**src/rtl/loop_sequencer.sv**
```systemverilog
`default_nettype none
// ============================================================================
// Module      : loop_sequencer
// Description : Control stage in front of the loop address generator. It
//               accepts a loop command (valid/ready), programs the generator,
//               then for every iteration issues one memory request at
//               base + generator offset, waits for the ack and steps the
//               generator. The loop ends when the generator's loop flag
//               drops or MAX_ITER iterations have completed, and done
//               pulses for one cycle.
// Ports       : clock, reset          - clock, async active-high reset
//               cmd_*                 - loop command handshake and fields
//               gen_*                 - generator programming / feedback
//               mem_req/addr/ack      - memory request handshake
//               busy, done, limit_hit - status
//               iter_count            - iterations of current/last loop
// Revision    : 1.0 - initial release
// ============================================================================
module loop_sequencer #(
    parameter int SETTLE_CYCLES = 2,    // >= 2
    parameter int MAX_ITER      = 1024  // >= 1
) (
    input  logic        clock,
    input  logic        reset,
    input  logic        cmd_valid,
    output logic        cmd_ready,
    input  logic [4:0]  cmd_reg_index,
    input  logic [31:0] cmd_threshold,
    input  logic [31:0] cmd_increment,
    input  logic [31:0] cmd_base,
    output logic [4:0]  gen_register_index,
    output logic [31:0] gen_threshold,
    output logic [31:0] gen_increment,
    output logic        gen_initialize_WE,
    output logic        gen_increase_address,
    input  logic [31:0] gen_address,
    input  logic        gen_loop,
    output logic        mem_req,
    output logic [31:0] mem_addr,
    input  logic        mem_ack,
    output logic        busy,
    output logic        done,
    output logic        limit_hit,
    output logic [31:0] iter_count
);

    localparam logic [2:0] c_idle   = 3'd0;
    localparam logic [2:0] c_init   = 3'd1;
    localparam logic [2:0] c_settle = 3'd2;
    localparam logic [2:0] c_check  = 3'd3;
    localparam logic [2:0] c_req    = 3'd4;
    localparam logic [2:0] c_step   = 3'd5;
    localparam logic [2:0] c_done   = 3'd6;

    localparam int          c_cnt_w     = (SETTLE_CYCLES > 2) ? $clog2(SETTLE_CYCLES) : 1;
    // The counter is loaded in INIT/STEP and SETTLE exits when it reads
    // zero, so loading N-1 yields exactly N SETTLE cycles.
    localparam logic [c_cnt_w-1:0] c_settle_load = c_cnt_w'(SETTLE_CYCLES - 1);
    localparam logic [31:0] c_max_iter  = 32'(MAX_ITER);

    logic [2:0]         r_state;
    logic [2:0]         w_next;
    logic [c_cnt_w-1:0] r_settle;
    logic [4:0]         r_index;
    logic [31:0]        r_threshold;
    logic [31:0]        r_increment;
    logic [31:0]        r_base;
    logic [31:0]        r_mem_addr;
    logic [31:0]        r_iter;
    logic               r_limit;

    logic w_idle;
    logic w_init;
    logic w_step;
    logic w_req;
    logic w_done;

    // ------------------------------------------------------------------
    // State register
    // ------------------------------------------------------------------
    always_ff @(posedge clock or posedge reset) begin
        if (reset) begin
            r_state <= c_idle;
        end else begin
            r_state <= w_next;
        end
    end

    // ------------------------------------------------------------------
    // Next-state logic
    // ------------------------------------------------------------------
    always_comb begin
        w_next = r_state;
        case (r_state)
            c_idle:   if (cmd_valid) w_next = c_init;
            c_init:   w_next = c_settle;
            c_settle: if (r_settle == '0) w_next = c_check;
            c_check: begin
                if (r_iter == c_max_iter) begin
                    w_next = c_done;
                end else if (gen_loop) begin
                    w_next = c_req;
                end else begin
                    w_next = c_done;
                end
            end
            c_req:    if (mem_ack) w_next = c_step;
            c_step:   w_next = c_settle;
            c_done:   w_next = c_idle;
            default:  w_next = c_idle;
        endcase
    end

    // ------------------------------------------------------------------
    // State-decoded outputs
    // ------------------------------------------------------------------
    always_comb begin
        w_idle = 1'b0;
        w_init = 1'b0;
        w_step = 1'b0;
        w_req  = 1'b0;
        w_done = 1'b0;
        case (r_state)
            c_idle:  w_idle = 1'b1;
            c_init:  w_init = 1'b1;
            c_req:   w_req  = 1'b1;
            c_step:  w_step = 1'b1;
            c_done:  w_done = 1'b1;
            default: ;
        endcase
    end

    // ------------------------------------------------------------------
    // Datapath: command latches, settle counter, address, iteration count
    // ------------------------------------------------------------------
    always_ff @(posedge clock or posedge reset) begin
        if (reset) begin
            r_settle    <= '0;
            r_index     <= '0;
            r_threshold <= '0;
            r_increment <= '0;
            r_base      <= '0;
            r_mem_addr  <= '0;
            r_iter      <= '0;
            r_limit     <= 1'b0;
        end else begin
            case (r_state)
                c_idle: begin
                    if (cmd_valid) begin
                        r_index     <= cmd_reg_index;
                        r_threshold <= cmd_threshold;
                        r_increment <= cmd_increment;
                        r_base      <= cmd_base;
                        r_iter      <= '0;
                        r_limit     <= 1'b0;
                    end
                end
                c_init, c_step: begin
                    r_settle <= c_settle_load;
                end
                c_settle: begin
                    if (r_settle != '0) begin
                        r_settle <= r_settle - 1'b1;
                    end
                end
                c_check: begin
                    if (r_iter == c_max_iter) begin
                        r_limit <= 1'b1;
                    end else if (gen_loop) begin
                        // Registered so the address is stable for the whole REQ.
                        r_mem_addr <= r_base + gen_address;
                    end
                end
                c_req: begin
                    if (mem_ack) begin
                        r_iter <= r_iter + 32'd1;
                    end
                end
                default: ;
            endcase
        end
    end

    // cmd_ready is held low while reset is asserted even though the state
    // register already reads IDLE.
    assign cmd_ready            = w_idle & ~reset;
    assign busy                 = ~w_idle;
    assign gen_initialize_WE    = w_init;
    assign gen_increase_address = w_step;
    assign mem_req              = w_req;
    assign done                 = w_done;
    assign mem_addr             = r_mem_addr;
    assign gen_register_index   = r_index;
    assign gen_threshold        = r_threshold;
    assign gen_increment        = r_increment;
    assign limit_hit            = r_limit;
    assign iter_count           = r_iter;

endmodule
`default_nettype wire

```
**config.mk**
```make
export PLATFORM = sky130hd
export DESIGN_NAME = loop_sequencer
export DESIGN_NICKNAME = d
export VERILOG_FILES = /design/src/rtl/loop_sequencer.sv
export SDC_FILE = /design/constraint.sdc
export NUM_CORES = 1
export LEC_CHECK = 0
export ABC_AREA = 0
export BUFFER_PORTS_ARGS = -buffer_cell sky130_fd_sc_hd__buf_2
export CAP_MARGIN = 20
export CELL_PAD_IN_SITES_DETAIL_PLACEMENT = 0
export CELL_PAD_IN_SITES_GLOBAL_PLACEMENT = 1
export CORE_UTILIZATION = 42
export CTS_CLUSTER_DIAMETER = 100
export CTS_CLUSTER_SIZE = 30
export DETAILED_ROUTE_END_ITERATION = 8
export HOLD_SLACK_MARGIN = 0.15
export PLACE_DENSITY_LB_ADDON = 0.15
export SLEW_MARGIN = 20
export SYNTH_ARGS = -nofsm -noshare
export SYNTH_HDL_FRONTEND = slang
export SYNTH_SLANG_ARGS = --single-unit
```
**constraint.sdc**
```tcl
create_clock -name clock -period 10.6 [get_ports clock]
set_clock_uncertainty 0.15 [all_clocks]
set_input_delay 2.12 -clock clock [delete_from_list [all_inputs] [get_ports clock]]
set_output_delay 2.12 -clock clock [all_outputs]
set_load 0.1 [all_outputs]
```
==> impl_results.md <==
- CP top delay family: buffers and inverters
- Status: finished, final reports clean
- Fin util: 0.543
- Row cnt: 51
- Startpoint types: input pin
- Max FO, Critical Path: 2
- Hold WS: 0.322 ns
- Final slew viol count: 0
- Worst path bufs/invs: 2
- Cell area after layout: 0.0106 mm^2
- Die width: 143 um
- Slew @ Worst Pin: 0.986 ns
- Global-route wire length before repair: 32,200 um
- Via count: 6,371
- Yosys top cell area share: 0.511
- Distinct cell type count after synthesis: 66
- Layout cell share with drive strength beyond 1: 0.438
- Final min period: 5.04 ns
- Crit-path max cell delay: 0.43 ns
- DRT iter0 DRCs: 216
- Post-DP HPWL: 15,300 um
- Initial Util: 0.428
- Crit-path slowest cell: buf_2
- Routability cong.: 0.789
- Maxcap violations: 0
- Top post-synthesis cells by area: dfrtp_1, mux2_2, ha_1
- Synth area leader: dfrtp_1
- Final Cycle Share: 0.475
- Hold Crit Start: mem_addr[17]$_DFFE_PP0P_
- Cts hold-fix bufs: 0
- Final ANT Viol Nets: 0
- Crit path cell chain: buf_2 -> nor2_1 -> buf_2
- Synth Warn #: 0
- Area grow syn2layout: 26.9%
- CP arrival: 2.77 ns
- Post-CTS Setup Repair Bufs: 0
- Post-synthesis register bit count: 170
- PortBufs: 277
- FMAX: 198 MHz
- Die area: 0.0204 mm^2
- Reg-to-Reg Start: r_state[2]$_DFFE_PP0P_
- Clock Tree Buf Depth: 2
- Antenna violations before repair: 2
- Total placed instance area: 0.00996 mm^2
- Setup crit start: reset
- Gr ovfl total: 0
- Layout net count: 1,171
- Cells after Synth: 726
- CTS tree: built
- Rel. slew slack: 0.342
- Vias in the first global route: 6,193
- Reg2reg setup slack: 7.39 ns
- Prevailing post-synth register cell: dfrtp_1
- Final Hold Vio Count: 0
- Post-synth EDFFs: 0
- FFs w/ async S/R, synth: 1.00
- Synthesized area: 0.00833 mm^2
- CTS Buf Count: 17
- Total Wirelength: 20,500 um
- Routed length per instance: 16.0 um
- Post-CTS Resized: 0
- Post-synthesis average cell area: 11.5 um^2
- Crit path top cell by count: buf_2
- Clk Tree Root Cell: clkbuf_16
- # H-tree levels: 4
- Top Ports: 278
- Final setup fails: 0
- Syn nets: 898
- Tot GR Track Use: 0.204
- Worst EP required: 8.33 ns
- Sequential-to-total area share from yosys stat: 0.511
- RSZ-0062 raised after global routing: no
- Vias per cell: 4.99
- DR DRC count: 0
- Critical Path End Type: output pin
- Register clock-pin slew on the reported worst setup and hold paths: 0.07 ns
- Largest net degree at the start of global routing: 95
- Min-delay worst type: reg2reg
- Setup CP Type: in2out
- TNS Setup: 0 ns
- Clock latency on the worst-skew pair: 0.43 ns
- Clock Sinks: 170
- Core area: 0.0195 mm^2
- First-pass DRT Iterations: 4
- Die extent in y: 143 um
-- synth_stat cells, types with 3 or more instances --
| cell type | n |
|---|---|
| a21o_1 | 8 |
| a21oi_1 | 36 |
| and2_1 | 7 |
| and3_1 | 10 |
| and4_1 | 3 |
| buf_1 | 4 |
| buf_2 | 17 |
| clkbuf_1 | 5 |
| dfrtp_1 | 170 |
| ha_1 | 33 |
| inv_1 | 19 |
| mux2_2 | 103 |
| mux2i_1 | 3 |
| nand2_1 | 63 |
| nand3_1 | 11 |
| nand4_1 | 11 |
| nor2_1 | 45 |
| nor3_1 | 7 |
| nor4_1 | 6 |
| nor4b_1 | 3 |
| o21a_1 | 3 |
| o21ai_0 | 34 |
| o21ai_1 | 9 |
| o21bai_1 | 4 |
| o31ai_1 | 3 |
| or3_1 | 5 |
| xnor2_1 | 21 |
| xor2_1 | 33 |
-- routing by layer --
| layer | routed length (um) | vias to the layer above | GRT usage |
|---|---|---|---|
| met3 | 1170 | 14 | 0.0597 |
| met1 | 8980 | 3064 | 0.261 |
| met2 | 10100 | 153 | 0.340 |
| li1 | - | 3138 | - |
| met4 | 169 | 2 | 0.0470 |
| met5 | 12 | - | 0 |
-- flip-flops by register name (all words and copies together), names as in the netlist --
name / count
r_state: 3
gen_increment: 32
r_settle: 1
gen_register_index: 5
mem_addr: 32
iter_count: 32
gen_threshold: 32
r_base: 32
limit_hit: 1
-- placed cells by master (no fill, tap or decap), types with 3 or more instances in the layout --
cell,netlist,layout
buf_2,17,277
dfrtp_1,170,170
mux2_2,103,103
nand2_1,63,63
nor2_1,45,44
a21oi_1,36,36
o21ai_0,34,34
xor2_1,33,33
ha_1,33,33
xnor2_1,21,21
inv_1,19,18
clkbuf_16,0,17
nand3_1,11,11
nand4_1,11,11
and3_1,10,10
o21ai_1,9,9
a21o_1,8,8
nor3_1,7,7
and2_1,7,7
nor4_1,6,6
inv_8,0,5
or3_1,5,4
inv_6,0,4
o21bai_1,4,4
clkinv_8,0,4
o31ai_1,3,3
mux2i_1,3,3
nor4b_1,3,3
and4_1,3,3
o21a_1,3,3
-- worst min-delay path, stage by stage (launching register included) --
cell     delay [ns]
dfrtp_1        0.34
nand2_1        0.04
o21ai_0        0.06
-- final cells by class --
| type | instances | area [um^2] |
|---|---|---|
| Timing Repair Buffer | 280 | 1410 |
| Sequential cell | 170 | 4250 |
| Antenna cell | 1 | 2.50 |
| Tap cell | 265 | 332 |
| Multi-Input combinational cell | 510 | 3890 |
| Inverter | 20 | 80.1 |
| Clock inverter | 15 | 171 |
| Fill cell | 1807 | 8890 |
| Clock buffer | 17 | 425 |
-- kinds of logic after synthesis --
kind of cell    synth area share
xor+xnor                  0.0568
buf+inv                   0.0233
simple gates               0.115
fa+ha+maj                 0.0520
mux                        0.143
compound gates            0.0995
flops                      0.511
-- final timing paths --
check / end / depth (start not counted)
setup / recovery: cmd_ready / 3
hold / removal: mem_addr[17]$_DFFE_PP0P_ / 2
setup reg to reg: r_base[30]$_DFFE_PP0P_ / 4
hold reg to reg: mem_addr[17]$_DFFE_PP0P_ / 2
max in group asynchronous: iter_count[6]$_DFFE_PP0P_ / 3
min in group asynchronous: iter_count[1]$_DFFE_PP0P_ / 2
-- per-stage QoR --
| step | worst slack, ns | std cells |
|---|---|---|
| 2_1_floorplan | 3.73 | 726 |
| 3_3_place_gp | 5.56 | 1245 |
| 3_5_place_dp | 5.56 | 1245 |
| 4_1_cts | 5.56 | 1277 |
| 5_1_grt | 5.55 | 1277 |
| 6_report | 5.56 | 1278 |
Power is left out: the tool's default activity adds up to more than one toggle a clock period on the data nets, which glitch-free logic cannot reach.
